$ cat src/rtl/lsu_mem_stage.sv
// Load/store unit behind the ALU: one word-aligned request per load or store,
// with byte-lane store masking and sign/zero-extending load extraction.
module lsu_mem_stage #(
  parameter int TIMEOUT_CYCLES = 255
) (
  input  logic        clk,
  input  logic        rst,
  input  logic        start,
  input  logic        is_load,
  input  logic        is_store,
  input  logic [2:0]  funct3,
  input  logic [31:0] addr,
  input  logic [31:0] store_data,
  output logic        busy,
  output logic        done,
  output logic        fault,
  output logic [31:0] load_data,
  output logic        mem_req,
  output logic        mem_we,
  output logic [31:0] mem_addr,
  output logic [31:0] mem_wdata,
  output logic [3:0]  mem_wmask,
  input  logic        mem_gnt,
  input  logic        mem_rvalid,
  input  logic [31:0] mem_rdata
);

  typedef enum logic [1:0] {IDLE, REQ, WAIT, DONE} state_t;

  localparam logic [7:0] TO_LIM = 8'(TIMEOUT_CYCLES);

  state_t      state, nxt;
  logic        st_q;
  logic [2:0]  f3_q;
  logic [31:0] addr_q, sd_q;
  logic [7:0]  cnt;

  logic        launch, ld_ok, st_ok, mis, bad, expire;
  logic        st_n;
  logic [2:0]  f3_n;
  logic [31:0] a_n, sd_n;
  logic [1:0]  off, ro;
  logic [7:0]  rbyte;
  logic [15:0] rhalf;
  logic [31:0] ext;

  logic        busy_d, done_d, fault_d, req_d, we_d;
  logic [31:0] ld_d, maddr_d, wdata_d;
  logic [3:0]  wmask_d;

  always_comb begin
    launch = (state == IDLE) && start && (is_load ^ is_store);
    ld_ok  = (funct3 == 3'b000) || (funct3 == 3'b001) ||
             (funct3 == 3'b010) || (funct3 == 3'b100) ||
             (funct3 == 3'b101);
    st_ok  = (funct3 == 3'b000) || (funct3 == 3'b001) ||
             (funct3 == 3'b010);
    mis    = ((funct3[1:0] == 2'b01) && addr[0]) ||
             ((funct3[1:0] == 2'b10) && (addr[1:0] != 2'b00));
    bad    = !(is_load ? ld_ok : st_ok) || mis;
    expire = (cnt + 8'd1) == TO_LIM;
  end

  always_comb begin
    nxt = state;
    unique case (state)
      IDLE: if (launch) nxt = bad ? DONE : REQ;
      REQ: begin
        if (mem_gnt)     nxt = st_q ? DONE : WAIT;
        else if (expire) nxt = DONE;
      end
      WAIT: if (mem_rvalid || expire) nxt = DONE;
      DONE: nxt = IDLE;
      default: nxt = IDLE;
    endcase
  end

  // Fields are taken from the inputs on the launch edge so the registered
  // request is already correct in the first REQ cycle.
  always_comb begin
    st_n  = launch ? is_store   : st_q;
    f3_n  = launch ? funct3     : f3_q;
    a_n   = launch ? addr       : addr_q;
    sd_n  = launch ? store_data : sd_q;
    off   = a_n[1:0];

    unique case (1'b1)
      f3_n[1:0] == 2'b00: begin
        wmask_d = 4'b0001 << off;
        wdata_d = {4{sd_n[7:0]}};
      end
      f3_n[1:0] == 2'b01: begin
        wmask_d = 4'b0011 << off;
        wdata_d = {2{sd_n[15:0]}};
      end
      default: begin
        wmask_d = 4'b1111;
        wdata_d = sd_n;
      end
    endcase

    req_d   = (nxt == REQ);
    we_d    = req_d && st_n;
    maddr_d = req_d ? {a_n[31:2], 2'b00} : 32'd0;
    if (!we_d) begin
      wmask_d = 4'b0000;
      wdata_d = 32'd0;
    end

    ro    = addr_q[1:0];
    rbyte = mem_rdata[{ro, 3'b000} +: 8];
    rhalf = mem_rdata[{ro[1], 4'b0000} +: 16];
    unique case (1'b1)
      f3_q == 3'b000: ext = {{24{rbyte[7]}}, rbyte};
      f3_q == 3'b001: ext = {{16{rhalf[15]}}, rhalf};
      f3_q == 3'b100: ext = {24'd0, rbyte};
      f3_q == 3'b101: ext = {16'd0, rhalf};
      default:        ext = mem_rdata;
    endcase

    done_d  = (nxt == DONE);
    busy_d  = (nxt != IDLE);
    ld_d    = (state == WAIT && mem_rvalid) ? ext : 32'd0;
    fault_d = done_d && ((state == IDLE) ||
                         (state == REQ && !mem_gnt) ||
                         (state == WAIT && !mem_rvalid));
  end

  always_ff @(posedge clk) begin
    if (rst) begin
      state     <= IDLE;
      st_q      <= 1'b0;
      f3_q      <= 3'd0;
      addr_q    <= 32'd0;
      sd_q      <= 32'd0;
      cnt       <= 8'd0;
      busy      <= 1'b0;
      done      <= 1'b0;
      fault     <= 1'b0;
      load_data <= 32'd0;
      mem_req   <= 1'b0;
      mem_we    <= 1'b0;
      mem_addr  <= 32'd0;
      mem_wdata <= 32'd0;
      mem_wmask <= 4'd0;
    end else begin
      state <= nxt;
      if (launch) begin
        st_q   <= is_store;
        f3_q   <= funct3;
        addr_q <= addr;
        sd_q   <= store_data;
        cnt    <= 8'd0;
      end else if (state == REQ || state == WAIT) begin
        cnt <= cnt + 8'd1;
      end
      busy      <= busy_d;
      done      <= done_d;
      fault     <= fault_d;
      load_data <= ld_d;
      mem_req   <= req_d;
      mem_we    <= we_d;
      mem_addr  <= maddr_d;
      mem_wdata <= wdata_d;
      mem_wmask <= wmask_d;
    end
  end

endmodule

$ cat config.mk
export PLATFORM = sky130hd
export DESIGN_NAME = lsu_mem_stage
export DESIGN_NICKNAME = d
export VERILOG_FILES = /design/src/rtl/lsu_mem_stage.sv
export SDC_FILE = /design/constraint.sdc
export NUM_CORES = 1
export LEC_CHECK = 0
export ABC_AREA = 1
export CAP_MARGIN = 20
export CORE_MARGIN = 4
export CORE_UTILIZATION = 47
export DETAILED_ROUTE_END_ITERATION = 10
export PLACE_DENSITY = 0.8
export SLEW_MARGIN = 10
export SYNTH_ARGS = -nofsm -noshare
export SYNTH_HDL_FRONTEND = slang
export SYNTH_SLANG_ARGS = --single-unit
$ cat constraint.sdc
create_clock -name clk -period 2.15 [get_ports clk]
set_clock_uncertainty 0.05 [all_clocks]
set_input_delay 0.3225 -clock clk [delete_from_list [all_inputs] [get_ports clk]]
set_output_delay 0.3225 -clock clk [all_outputs]
set_load 0.02 [all_outputs]
==> results.toml <==
[yosys]
synth.avg_cell_area_sq_um = 7.612
async_flop_share_pct = 0
ys.flop_type = "dfxtp_1"
synth_edf_count = 0
synth_area_leader_cell = "dfxtp_1"
yosysSeqAreaShare_pct = 51.13
ys_warn_count = 0
ys_ff_latch = 181
yosysUniqueCellTypes = 37
netlist_area_sq_um = 7087
synthCells = 931
yosysMostFrequentCell = "nand2_1"
synth_top_area_share_pct = 51.13
synth_commonest_cells = "nand2_1 (192), dfxtp_1 (181), nor2_1 (153)"
netlist_top_cells_area = "dfxtp_1 (51%), nand2_1 (10%), nor2_1 (8.1%), inv_1 (6.8%), o21ai_0 (4.0%)"

[placed_design]
dp_slack_ps = -237.7
dp_hpwl_um = 13990
port_buffers = 208
gp_congestion = 0.8626

[setup_path]
crit_path_max_fanout = 8
cp-startpoint = "state[1]$_SDFF_PP0_"
endpoint = "mem_wdata[8]$_SDFF_PP0_"
worstRegToRegCells = 13
reg2reg_slack_ps = 70
worstPathArrival_ps = 2360
rr_startpoint = "state[1]$_SDFF_PP0_"
path_class = "flip-flop to flip-flop"
r2r-end = "mem_wdata[8]$_SDFF_PP0_"
crit_path_start_kind = "flip-flop"
required_ps = 2420
end_kind = "flip-flop"

[timing]
worst_pin_slew_ps = 504.4
finalWorstSetupSlack_ps = 65.36
slew_headroom_pct = 66.25
final-setup-viol-count = 0
max_freq_mhz = 479.7
hold_violations = 0
final.period_utilization_pct = 96.96
slew_viol_final = 0
period_minus_slack_ps = 2085

[hold_path]
whs_path_depth = 2
min_path_type = "input pin to flip-flop"

[detailed_routing]
ant_nets = 0
drtPass1Iterations = 7
drt_drc_violations_left = 0
viasPerCell = 4.771
wl_per_cell_um = 14.39
routed_wl_um = 19830
drt-initial-drc-count = 466
vias = 6575

[finish]
area_growth_pct = 47.77
nNetsFinal = 1295
antenna_cells = 0
layout-drive-gt1-share_pct = 14.15
fin_util_pct = 71.51

[power_and_ir_drop]
ir_drop_uv = 606.1
p_leak_nw = 4.933
power_density_nw_per_um2 = 1057

[floorplan]
die-area_sq_um = 17110
die_h_um = 130.8
ioPinCount = 211
dieWidth_um = 130.8
start_util_pct = 48.39
fp-row-count = 44
coreArea_sq_um = 14640

[clock_tree]
cts_tree = "yes"
cts_made_buffers = 17
cts_root_buffer = "clkbuf_16"
clk_latency_ps = 420
clock_sinks = 181
clk_pin_slew_ps = 60
htree_levels = 4
ctsHoldBuffers = 0
clk_path_buf_depth = 2

[grt]
grt_util_all_layers_pct = 22.92
antenna_found_initial = 0
grt_max_degree = 41
grt_pass1_wl_um = 30770
overflow = 0
grt_pass1_vias = 6376

[flow_run]
drv_cap = 0

[status]
status = "complete, no violations"
## layout make-up
cell class	instances	area, sq um
repair buffers	274	2670
clock buffers	19	442.9
flip-flops and latches	181	3633
clock inverters	12	121.4
inverters	134	508.0
well taps	184	230.2
multi-input cells	574	2867
fillers	1120	4172
## stage by stage
| stage | area (sq um) | total power [W] | setup TNS [ps] | instances | hold slack [ps] |
|---|---|---|---|---|---|
| 2_1_floorplan | 7091 | 0.006231 | 0 | 932 | 409.9 |
| 3_3_place_gp | 9693 | 0.007663 | -13020 | 1340 | 428.3 |
| 3_5_place_dp | 9693 | 0.007726 | -15160 | 1340 | 432.2 |
| 4_1_cts | 10360 | 0.01096 | -22.72 | 1375 | 135.1 |
| 5_1_grt | 10470 | 0.01173 | -99.72 | 1378 | 162.0 |
| 6_report | 10470 | 0.01107 | 0 | 1378 | 145.2 |
## flip-flops by register name, indices dropped and copies added, names as in the netlist
register	flops
mem_wdata	32
state	2
addr_q	32
mem_req	1
load_data	32
busy	1
cnt	8
mem_addr	30
mem_wmask	4
st_q	1
sd_q	32
fault	1
mem_we	1
done	1
f3_q	3
## cells by family (layout without fill, tap and decap cells)
logic type      after synthesis  after routing  share of synthesized area, %
compound gates              141            142                         11.18
other cells                   1              2                       0.05292
buf+inv                     178            439                         10.17
mux                          20             20                         2.825
simple gates                403            403                         23.41
flops                       181            181                         51.13
fa+ha+maj                     7              7                         1.236
## critical path, stage by stage, from the launching register on
cell,delay [ps]
dfxtp_4,360
inv_4,60
ha_4,140
nand2_4,70
a21oi_4,200
o21ai_4,120
buf_6,150
buf_12,130
or2_2,300
o21ai_4,80
buf_4,130
mux2i_1,60
inv_1,80
nor2_2,40
## placed cells by master (no fill, tap or decap), types with 3 or more instances in the layout
| master | netlist | layout |
|---|---|---|
| nor2_1 | 153 | 149 |
| nand2_2 | 3 | 3 |
| nor3_1 | 10 | 10 |
| inv_1 | 129 | 126 |
| nand2_4 | 0 | 3 |
| ha_1 | 7 | 5 |
| or2_2 | 25 | 25 |
| nor2_2 | 11 | 15 |
| o21ai_0 | 57 | 50 |
| o22ai_1 | 5 | 3 |
| o21ai_1 | 7 | 11 |
| clkdlybuf4s50_1 | 0 | 207 |
| o21a_1 | 8 | 8 |
| o211ai_1 | 5 | 5 |
| buf_12 | 0 | 5 |
| mux2i_1 | 20 | 20 |
| dfxtp_1 | 181 | 177 |
| nand2_1 | 192 | 189 |
| o21bai_1 | 3 | 3 |
| clkbuf_16 | 0 | 17 |
| inv_2 | 4 | 6 |
| clkinv_4 | 0 | 3 |
| a21oi_1 | 47 | 47 |
| o21ai_4 | 1 | 4 |
| buf_4 | 3 | 56 |
| buf_6 | 3 | 4 |
| nand3_1 | 4 | 4 |
## worst min-delay path by stage
stage,end,startpoint,slack [ps]
after floorplan,sd_q[24]$_SDFF_PP0_,sd_q[24]$_SDFF_PP0_,410
after global placement,sd_q[27]$_SDFF_PP0_,sd_q[27]$_SDFF_PP0_,430
after detailed placement,addr_q[31]$_SDFF_PP0_,addr_q[31]$_SDFF_PP0_,430
after CTS,state[1]$_SDFF_PP0_,rst,140
after global routing,state[1]$_SDFF_PP0_,rst,160
final,state[1]$_SDFF_PP0_,rst,150
## power by group
part | switching (W) | total (W) | leakage, nW | internal [W]
sequential | 0.000175 | 0.00393 | 1.47 | 0.00376
clock | 0.00131 | 0.00296 | 0.274 | 0.00164
combinational | 0.00234 | 0.00418 | 3.19 | 0.00184
## repair_timing
| item | 4_1_cts | 5_1_grt |
|---|---|---|
| pin swaps | 3 | 5 |
| gates resized for setup | 15 | 32 |
| cloned | 2 | 0 |
| buffers inserted | 2 | 3 |
| endpoints found under the setup margin | 14 | 70 |
## per-layer routing
metal,up-vias,wire length [um],global-route usage (%)
met3,32,1632,7.317
li1,3359,-,-
met4,0,444,8.167
met2,245,9507,37.89
met1,2939,8248,28.21
met5,-,0,0
(Power assumes the default switching activity.)
